===== src/rtl/miriscv_alu_arbiter.sv =====
// Two-requester front end for a single miriscv_alu: round-robin or fixed-priority grant,
// one registered response slot per requester with valid/ready drain.

package miriscv_pkg;
  localparam int XLEN = 32;
endpackage

package miriscv_alu_pkg;
  localparam int ALU_OP_W = 5;

  localparam logic [ALU_OP_W-1:0] ALU_ADD  = 5'b00000;
  localparam logic [ALU_OP_W-1:0] ALU_SLL  = 5'b00001;
  localparam logic [ALU_OP_W-1:0] ALU_SLTS = 5'b00010;
  localparam logic [ALU_OP_W-1:0] ALU_SLTU = 5'b00011;
  localparam logic [ALU_OP_W-1:0] ALU_XOR  = 5'b00100;
  localparam logic [ALU_OP_W-1:0] ALU_SRL  = 5'b00101;
  localparam logic [ALU_OP_W-1:0] ALU_OR   = 5'b00110;
  localparam logic [ALU_OP_W-1:0] ALU_AND  = 5'b00111;
  localparam logic [ALU_OP_W-1:0] ALU_SUB  = 5'b01000;
  localparam logic [ALU_OP_W-1:0] ALU_SRA  = 5'b01101;
  localparam logic [ALU_OP_W-1:0] ALU_EQ   = 5'b11000;
  localparam logic [ALU_OP_W-1:0] ALU_NE   = 5'b11001;
  localparam logic [ALU_OP_W-1:0] ALU_LTS  = 5'b11100;
  localparam logic [ALU_OP_W-1:0] ALU_GES  = 5'b11101;
  localparam logic [ALU_OP_W-1:0] ALU_LTU  = 5'b11110;
  localparam logic [ALU_OP_W-1:0] ALU_GEU  = 5'b11111;
endpackage

// Combinational RV32I ALU; branch-compare opcodes drive only the branch flag.
module miriscv_alu
  import miriscv_pkg::*;
  import miriscv_alu_pkg::*;
(
  input  logic [ALU_OP_W-1:0] alu_port_op_i,
  input  logic [XLEN-1:0]     alu_port_a_i,
  input  logic [XLEN-1:0]     alu_port_b_i,
  output logic [XLEN-1:0]     alu_result_o,
  output logic                alu_branch_des_o
);

  logic [4:0] w_shamt;
  assign w_shamt = alu_port_b_i[4:0];

  // NOTE: every output of a combinational block gets a default first so no path infers a latch.
  always_comb begin
    alu_result_o     = alu_port_b_i;
    alu_branch_des_o = 1'b0;
    case (alu_port_op_i)
      ALU_ADD:  alu_result_o = alu_port_a_i + alu_port_b_i;
      ALU_SUB:  alu_result_o = alu_port_a_i - alu_port_b_i;
      ALU_XOR:  alu_result_o = alu_port_a_i ^ alu_port_b_i;
      ALU_OR:   alu_result_o = alu_port_a_i | alu_port_b_i;
      ALU_AND:  alu_result_o = alu_port_a_i & alu_port_b_i;
      ALU_SLL:  alu_result_o = alu_port_a_i << w_shamt;
      ALU_SRL:  alu_result_o = alu_port_a_i >> w_shamt;
      ALU_SRA:  alu_result_o = $unsigned($signed(alu_port_a_i) >>> w_shamt);
      ALU_SLTS: alu_result_o = {{(XLEN-1){1'b0}}, $signed(alu_port_a_i) < $signed(alu_port_b_i)};
      ALU_SLTU: alu_result_o = {{(XLEN-1){1'b0}}, alu_port_a_i < alu_port_b_i};
      ALU_EQ:  begin alu_result_o = '0; alu_branch_des_o = (alu_port_a_i == alu_port_b_i); end
      ALU_NE:  begin alu_result_o = '0; alu_branch_des_o = (alu_port_a_i != alu_port_b_i); end
      ALU_LTS: begin alu_result_o = '0; alu_branch_des_o = $signed(alu_port_a_i) <  $signed(alu_port_b_i); end
      ALU_GES: begin alu_result_o = '0; alu_branch_des_o = $signed(alu_port_a_i) >= $signed(alu_port_b_i); end
      ALU_LTU: begin alu_result_o = '0; alu_branch_des_o = alu_port_a_i <  alu_port_b_i; end
      ALU_GEU: begin alu_result_o = '0; alu_branch_des_o = alu_port_a_i >= alu_port_b_i; end
      default: ;
    endcase
  end

endmodule

module miriscv_alu_arbiter
  import miriscv_pkg::*;
  import miriscv_alu_pkg::*;
#(
  parameter bit RR_EN = 1'b1
) (
  input  logic                clk_i,
  input  logic                rst_i,
  input  logic                req0_valid_i,
  output logic                req0_ready_o,
  input  logic [ALU_OP_W-1:0] req0_op_i,
  input  logic [XLEN-1:0]     req0_a_i,
  input  logic [XLEN-1:0]     req0_b_i,
  output logic                rsp0_valid_o,
  input  logic                rsp0_ready_i,
  output logic [XLEN-1:0]     rsp0_result_o,
  output logic                rsp0_branch_o,
  input  logic                req1_valid_i,
  output logic                req1_ready_o,
  input  logic [ALU_OP_W-1:0] req1_op_i,
  input  logic [XLEN-1:0]     req1_a_i,
  input  logic [XLEN-1:0]     req1_b_i,
  output logic                rsp1_valid_o,
  input  logic                rsp1_ready_i,
  output logic [XLEN-1:0]     rsp1_result_o,
  output logic                rsp1_branch_o
);

  typedef enum logic {SLOT_EMPTY = 1'b0, SLOT_FULL = 1'b1} slot_state_e;

  slot_state_e r_slot0_state, r_slot1_state;
  slot_state_e w_slot0_next,  w_slot1_next;
  logic        r_last_grant;

  logic w_elig0, w_elig1, w_cand0, w_cand1;
  logic w_gnt0, w_gnt1, w_acc0, w_acc1;

  logic [ALU_OP_W-1:0] w_alu_op;
  logic [XLEN-1:0]     w_alu_a, w_alu_b, w_alu_result;
  logic                w_alu_branch;

  // A slot can take a new result if it is empty or being drained on this edge.
  assign w_elig0 = (r_slot0_state == SLOT_EMPTY) | rsp0_ready_i;
  assign w_elig1 = (r_slot1_state == SLOT_EMPTY) | rsp1_ready_i;
  assign w_cand0 = req0_valid_i & w_elig0;
  assign w_cand1 = req1_valid_i & w_elig1;

  always_comb begin
    w_gnt0 = 1'b0;
    w_gnt1 = 1'b0;
    if (w_cand0 && w_cand1) begin
      if (RR_EN && !r_last_grant) w_gnt1 = 1'b1;
      else                        w_gnt0 = 1'b1;
    end else begin
      w_gnt0 = w_cand0;
      w_gnt1 = w_cand1;
    end
  end

  // Flops are already held in reset, so rst_i only needs to mask the visible ready.
  assign req0_ready_o = w_gnt0 & ~rst_i;
  assign req1_ready_o = w_gnt1 & ~rst_i;
  assign w_acc0       = w_gnt0;
  assign w_acc1       = w_gnt1;

  assign w_alu_op = w_gnt1 ? req1_op_i : req0_op_i;
  assign w_alu_a  = w_gnt1 ? req1_a_i  : req0_a_i;
  assign w_alu_b  = w_gnt1 ? req1_b_i  : req0_b_i;

  miriscv_alu u_alu (
    .alu_port_op_i    (w_alu_op),
    .alu_port_a_i     (w_alu_a),
    .alu_port_b_i     (w_alu_b),
    .alu_result_o     (w_alu_result),
    .alu_branch_des_o (w_alu_branch)
  );

  always_comb begin
    w_slot0_next = r_slot0_state;
    w_slot1_next = r_slot1_state;
    case (r_slot0_state)
      SLOT_EMPTY: if (w_acc0) w_slot0_next = SLOT_FULL;
      SLOT_FULL:  if (rsp0_ready_i && !w_acc0) w_slot0_next = SLOT_EMPTY;
    endcase
    case (r_slot1_state)
      SLOT_EMPTY: if (w_acc1) w_slot1_next = SLOT_FULL;
      SLOT_FULL:  if (rsp1_ready_i && !w_acc1) w_slot1_next = SLOT_EMPTY;
    endcase
  end

  // NOTE: sequential state uses non-blocking assignments so every flop samples pre-edge values.
  always_ff @(posedge clk_i or posedge rst_i) begin
    if (rst_i) begin
      r_slot0_state <= SLOT_EMPTY;
      r_slot1_state <= SLOT_EMPTY;
      r_last_grant  <= 1'b1;
    end else begin
      r_slot0_state <= w_slot0_next;
      r_slot1_state <= w_slot1_next;
      if (w_acc0)      r_last_grant <= 1'b0;
      else if (w_acc1) r_last_grant <= 1'b1;
    end
  end

  // NOTE: result holding registers are reset too, so outputs read zero rather than X after reset.
  always_ff @(posedge clk_i or posedge rst_i) begin
    if (rst_i) begin
      rsp0_result_o <= '0;
      rsp0_branch_o <= 1'b0;
      rsp1_result_o <= '0;
      rsp1_branch_o <= 1'b0;
    end else begin
      if (w_acc0) begin
        rsp0_result_o <= w_alu_result;
        rsp0_branch_o <= w_alu_branch;
      end
      if (w_acc1) begin
        rsp1_result_o <= w_alu_result;
        rsp1_branch_o <= w_alu_branch;
      end
    end
  end

  assign rsp0_valid_o = (r_slot0_state == SLOT_FULL);
  assign rsp1_valid_o = (r_slot1_state == SLOT_FULL);

endmodule

===== config.mk =====
export PLATFORM = sky130hd
export DESIGN_NAME = miriscv_alu_arbiter
export DESIGN_NICKNAME = d
export VERILOG_FILES = /design/src/rtl/miriscv_alu_arbiter.sv
export SDC_FILE = /design/constraint.sdc
export NUM_CORES = 1
export LEC_CHECK = 0
export BUFFER_PORTS_ARGS = -buffer_cell sky130_fd_sc_hd__buf_2
export CAP_MARGIN = 5
export CELL_PAD_IN_SITES_DETAIL_PLACEMENT = 0
export CELL_PAD_IN_SITES_GLOBAL_PLACEMENT = 1
export CORE_MARGIN = 2
export CORE_UTILIZATION = 35
export DETAILED_ROUTE_END_ITERATION = 10
export PLACE_DENSITY = 0.75
export SYNTH_ARGS = -nofsm -noshare
export SYNTH_HDL_FRONTEND = slang
export SYNTH_SLANG_ARGS = --single-unit

===== constraint.sdc =====
create_clock -name clk_i -period 4.7 [get_ports clk_i]
set_input_delay 0.94 -clock clk_i [delete_from_list [all_inputs] [get_ports clk_i]]
set_output_delay 0.94 -clock clk_i [all_outputs]
set_load 0.03 [all_outputs]

# [Word-level counts from Yosys, hierarchy flattened]
# Index checks and enable logic that the tools add are counted.
[word_totals] register_bits=69 in_bits=144 output_inout_bits=70
[classes] n_addsub=2 order_cmp=4 n_eq_ne=17 shifts=3 n_mux=17 bitwise=12 n_reduce_logical=8
[op_table] op="$pmux W32 S11" count=1
[op_table] op="$ge A32 B32 Y1" count=2
[op_table] op="$lt A32 B32 Y1" count=2
[op_table] op="$mux W32" count=2
[op_table] op="$add A32 B32 Y32" count=1
[op_table] op="$and A32 B32 Y32" count=1
[op_table] op="$eq A32 B32 Y1" count=1
[op_table] op="$ne A32 B32 Y1" count=1
[op_table] op="$or A32 B32 Y32" count=1
[op_table] op="$shl A32 B5 Y32" count=1
[op_table] op="$shr A32 B5 Y32" count=1
[op_table] op="$sshr A32 B5 Y32" count=1
[op_table] op="$sub A32 B32 Y32" count=1
[op_table] op="$xor A32 B32 Y32" count=1
[op_table] op="$eq A5 B5 Y1 const B" count=6
[op_table] op="$eq A5 B3 Y1 const B" count=4
[op_table] op="$eq A5 B2 Y1 const B" count=2
[op_table] op="$eq A5 B4 Y1 const B" count=2
[op_table] op="$mux W1" count=10
[op_table] op="$pmux W1 S6" count=1
[op_table] op="$reduce_or A6 Y1" count=1
[op_table] op="$eq A5 B1 Y1 const B" count=1
[op_table] op="$logic_not A5 Y1" count=1
[op_table] op="$mux W5" count=1
[op_table] op="other kinds (7)" count=17

# [Logic depth before layout (Yosys ltp)]
[depth] depth_word=9 ltp_mapped=25 mapped_depth_nobuf=16

# [Cells and area by module]
# From an unflattened synthesis, not the netlist that was laid out.
[unflattened] cells_unflattened=1602 area_unflattened_um2=13010.0
[modules_own_cells] module="miriscv_alu" instances=1 cells_per_inst=1370 area_per_inst_um2=9335.2
[modules_own_cells] module="miriscv_alu_arbiter" instances=1 cells_per_inst=232 area_per_inst_um2=3674.8

# [Worst setup path before layout]
# OpenSTA, ideal clock, no wires.
[synth_path] path_type="input to register" startpoint="in rsp1_ready_i" endpoint="reg rsp0_branch_o" arrival_time_ns=5.551 t_required_ns=4.567 path_slack_ns=-0.984 cell_stages=24 path_buffers=9 path_cell_list="nand2b_1 clkbuf_2 o211a_4 buf_6 buf_4 buf_4 buf_2 buf_4 buf_2 buf_2 mux2i_1 inv_1 ha_1 buf_2 or3_1 or3_1 nor3b_1 o2111ai_1 xnor2_1 a22o_1 a31oi_1 o21ai_0 a21oi_1 o31ai_1"
[synth_via] elab_chain_len=7 elab_cells_between_ends=21
[synth_rtl] item="from (decl)" line="94" rtl="input logic rsp1_ready_i,"
[synth_rtl] item="$or A1 B1 Y1 *" line="114" rtl="assign w_elig1 = (r_slot1_state == SLOT_EMPTY) | rsp1_ready_i;"
[synth_rtl] item="$and A1 B1 Y1 *" line="116" rtl="assign w_cand1 = req1_valid_i & w_elig1;"
[synth_rtl] item="$logic_and A1 B1 Y1" line="121" rtl="if (w_cand0 && w_cand1) begin"
[synth_rtl] item="$mux W1" line="121"
[synth_rtl] item="$mux W32, or another cell as far along" line="137" rtl="assign w_alu_a = w_gnt1 ? req1_a_i : req0_a_i;"
[synth_rtl] item="$ge A32 B32 Y1, or another cell as far along" line="64" rtl="ALU_GEU: begin alu_result_o = '0; alu_branch_des_o = alu_port_a_i >= alu_port_b_i; end"
[synth_rtl] item="$pmux W1 S6" line="48" rtl="case (alu_port_op_i)"
[synth_rtl] item="to (signal assigned)" line="185" rtl="rsp0_branch_o <= w_alu_branch;"
[synth_rtl] item="to (decl)" line="87" rtl="output logic rsp0_branch_o,"
# Every way passes the cells marked *; elsewhere a longest branch is shown, timed or not.
# A chain may end at the register's enable or synchronous reset.

# [Worst setup path in the final report]
[layout_path] startpoint="in rsp0_ready_i" endpoint="reg rsp0_result_o[30]"
[layout_via] elab_chain_len=8 elab_cells_between_ends=34
[layout_rtl] item="from (decl)" line="85" rtl="input logic rsp0_ready_i,"
[layout_rtl] item="$or A1 B1 Y1 *" line="113" rtl="assign w_elig0 = (r_slot0_state == SLOT_EMPTY) | rsp0_ready_i;"
[layout_rtl] item="$and A1 B1 Y1 *" line="115" rtl="assign w_cand0 = req0_valid_i & w_elig0;"
[layout_rtl] item="branches (longest 6 deep; another with $sub A32 B32 Y32)"
[layout_rtl] item="to (signal assigned)" line="184" rtl="rsp0_result_o <= w_alu_result;"
[layout_rtl] item="to (decl)" line="86" rtl="output logic [XLEN-1:0] rsp0_result_o,"
# Every way passes the cells marked *.

==> metrics.yaml <==
die:
  die_area_um2: 47700
  design.core.area_um2: 45400
  placementRows: 78
  start_util_pct: 35.4
  ioPinCount: 214
  die_x_um: 218
  die_h_um: 218
cells_and_area:
  fill_cells: 4728
  multi_input_area_um2: 13600
  stdcell_area_um2: 21900
  nets: 3075
  postLayoutCoreUtil_pct: 48.2
  layout_commonest_cell: "buf_4"
  area_delta_synth_final_pct: 36.0
  drive_gt1_share_pct: 33.0
  stdcell_count: 3436
  final_cell_mix: "473 x buf_4, 342 x nand2_1, 225 x nor2_1"
  regArea_um2: 1730
synthesis:
  syn-num-nets: 2544
  async_flop_share_pct: 100
  yosysWarnings: 0
  syn_area_per_cell_um2: 7.00
  seq_area_frac_synth_pct: 10.7
  syn-cell-area_um2: 16100
  synthTopCellsByArea: "dfrtp_1 11%, mux2i_1 9.9%, nand2_1 8.2%"
  synthFlopType: "dfrtp_1"
  synth.top_cell.area_share_pct: 10.6
  synth_area_leader_cell: "dfrtp_1"
  synth_edf_count: 0
  ys_seq_elements: 69
  syn_inst: 2299
  synth_cell_types: 93
status:
  outcome: "complete, no violations"
drt:
  drt-pass1-iter-count: 5
  vias: 21100
  post_drt_wl_per_cell_um: 26.0
  wl_um: 89500
  first_iter_violations: 2396
  drt_drc_violations_left: 0
  ant_nets: 0
  vias_per_cell: 6.14
clocking:
  clk_pin_slew_worst_paths_ns: 0.06
  cts_num_sinks: 69
  cts-buffers-inserted: 9
  cts_tree: "yes"
  h-tree-depth: 3
  clock_path_buffers: 2
  root_buffer: "clkbuf_16"
  worstSkewPairLatency_ns: 0.37
place:
  dp_hpwl_um: 73300
  pre_cts_ws_ns: -0.498
  globalplace.congestion: 1.01
  placedCellCount: 3417
  placed_cell_area_um2: 21300
  portBuffers: 213
pwr:
  comb_power_share_pct: 77.6
  powerDensity_nw_per_um2: 337
  switching_share_pct: 52.6
  power_frac_seq_pct: 12.7
  p_switching_mw: 3.88
  leakage_nw: 10.2
  peakVddDrop_uv: 338
  internal_power_mw: 3.50
  clkPwrFrac_pct: 9.8
global_routing:
  antenna_found_initial: 0
  grtUsageTotal_pct: 36.5
  grt.overflow.total: 0
  grt_pass1_wl_um: 130000
  grt_pass1_vias: 19600
  grt_max_degree: 78
setup_path:
  reg2reg_slack_ns: 0.25
  regToRegStartpoint: "r_last_grant"
  critPathLaunchType: "input pin"
  crit_path_end_kind: "flip-flop"
  r2r_cells: 18
  cp.required_ns: 4.92
  crit_arrival_ns: 4.89
  crit_end: "rsp0_result_o[30]"
  crit_start: "rsp0_ready_i"
  rr_endpoint: "rsp1_result_o[28]"
  criticalPathCategory: "in2reg"
  path_max_fanout: 25
sta:
  drv_slew: 0
  timing.max_slew.rel_slack_pct: 33.6
  whs_ns: 0.472
  setup_ws_ns: 0.0364
  finalCritPeriodShare_pct: 99.2
  setup_viol: 0
  worst_pin_slew_ns: 0.993
  fin_skew_ns: 0.0136
  rsz0062_at_grt: "yes"
  hold_viol_final: 0
  fin_crit_ns: 4.66
  fmax_mhz: 214
flow_run:
  cap_violations: 0
hold_path:
  hp-class: "reg2reg"
## synthesized netlist by cell type, types with 7 or more instances
| cell | number |
|---|---|
| a2111oi_0 | 9 |
| a211oi_1 | 44 |
| a21o_1 | 16 |
| a21oi_1 | 153 |
| a221o_1 | 9 |
| a221oi_1 | 22 |
| a22o_1 | 7 |
| a22oi_1 | 14 |
| a31oi_1 | 36 |
| and3_1 | 12 |
| buf_1 | 15 |
| buf_2 | 73 |
| buf_4 | 8 |
| clkbuf_1 | 82 |
| dfrtp_1 | 68 |
| ha_1 | 99 |
| inv_1 | 111 |
| mux2_2 | 60 |
| mux2i_1 | 159 |
| mux4_2 | 38 |
| nand2_1 | 350 |
| nand2b_1 | 21 |
| nand3_1 | 44 |
| nand4_1 | 10 |
| nor2_1 | 228 |
| nor2b_1 | 15 |
| nor3_1 | 59 |
| nor4_1 | 14 |
| o2111ai_1 | 14 |
| o211a_1 | 7 |
| o211ai_1 | 44 |
| o21a_1 | 8 |
| o21ai_0 | 193 |
| o21bai_1 | 8 |
| o221ai_1 | 17 |
| o22ai_1 | 17 |
| o311ai_0 | 9 |
| o31ai_1 | 38 |
| or3_1 | 16 |
| xnor2_1 | 14 |
## stage by stage
stage / TNS (ns) / total power, mW
2_1_floorplan: -4.77 / 3.92
3_3_place_gp: -11.74 / 6.38
3_5_place_dp: -14.22 / 6.41
4_1_cts: 0 / 7.16
5_1_grt: -0.116 / 7.76
6_report: 0 / 7.37
## worst max-delay path, cell delays in order
cell and delay, ns:
buf_2 0.10, and2b_4 0.26, buf_4 0.13, o211ai_4 0.09, buf_12 0.17, buf_12 0.17
buf_4 0.18, nand2_1 0.07, nand2_1 0.19, ha_1 0.36, inv_1 0.10, buf_4 0.16
a21oi_1 0.14, inv_1 0.08, or3_1 0.32, o22ai_2 0.21, mux2i_2 0.30, o211ai_1 0.16
or3_4 0.44, a211oi_4 0.20, o31ai_1 0.09
## how the worst min path moves through the flow
stage	startpoint	cells past startpoint	endpoint
final	rsp0_result_o[5]	2	rsp0_result_o[5]
after CTS	rsp1_result_o[15]	2	rsp1_result_o[15]
after floorplan	r_last_grant	2	r_last_grant
after detailed placement	rsp1_result_o[15]	2	rsp1_result_o[15]
after global routing	rsp0_result_o[5]	2	rsp0_result_o[5]
after global placement	rsp0_result_o[15]	2	rsp0_result_o[15]
## cell type report
cell class / count / area share [%]
clock buffers: 10 / 1.09
repair buffers: 705 / 22.9
multi-input cells: 1928 / 62.3
inverters: 117 / 2.01
clock inverters: 6 / 0.320
flip-flops and latches: 69 / 7.90
diodes: 1 / 0.0114
well taps: 600 / 3.43
## state kept, by name, indices dropped and copies added (netlist names)
register       count
rsp1_branch_o      1
r_last_grant       1
rsp0_result_o     32
rsp1_result_o     32
rsp0_valid_o       1
rsp0_branch_o      1
rsp1_valid_o       1
## what timing repair did
action                                 in CTS  in global routing
setup endpoints to repair                  14                 34
gates resized for setup                     4                 53
hold buffers                                0                  0
setup buffers                               0                  2
endpoints found under the hold margin       0                  0
pin swaps                                   0                  7
## cell families after synthesis
logic type,after synthesis,share of synthesized area [%]
AOI/OAI and AO/OA,737,30.4
xor gates and xnor gates,19,1.03
adders and majority gates,101,7.95
buffers and inverters,302,8.09
DFF,69,10.7
muxes,258,19.5
and+or+nand+nor,813,22.3
## power by group through the flow
| stage | logic (mW) | registers (mW) | clock network, mW |
|---|---|---|---|
| 3_3_place_gp | 5.45 | 0.936 | 0 |
| 2_1_floorplan | 2.57 | 1.34 | 0 |
| 4_1_cts | 5.49 | 0.933 | 0.736 |
| 3_5_place_dp | 5.47 | 0.943 | 0 |
| 6_report | 5.72 | 0.933 | 0.722 |
| 5_1_grt | 6.05 | 0.954 | 0.759 |
## routing by layer
metal / global-route usage, % / vias up / part of all wire (%)
li1: - / 9532 / -
met1: 52.4 / 10200 / 44
met2: 55.5 / 1172 / 43
met3: 4.91 / 158 / 9.0
met4: 12.7 / 0 / 3.8
met5: 0 / - / 0
(Power assumes the default switching activity.)
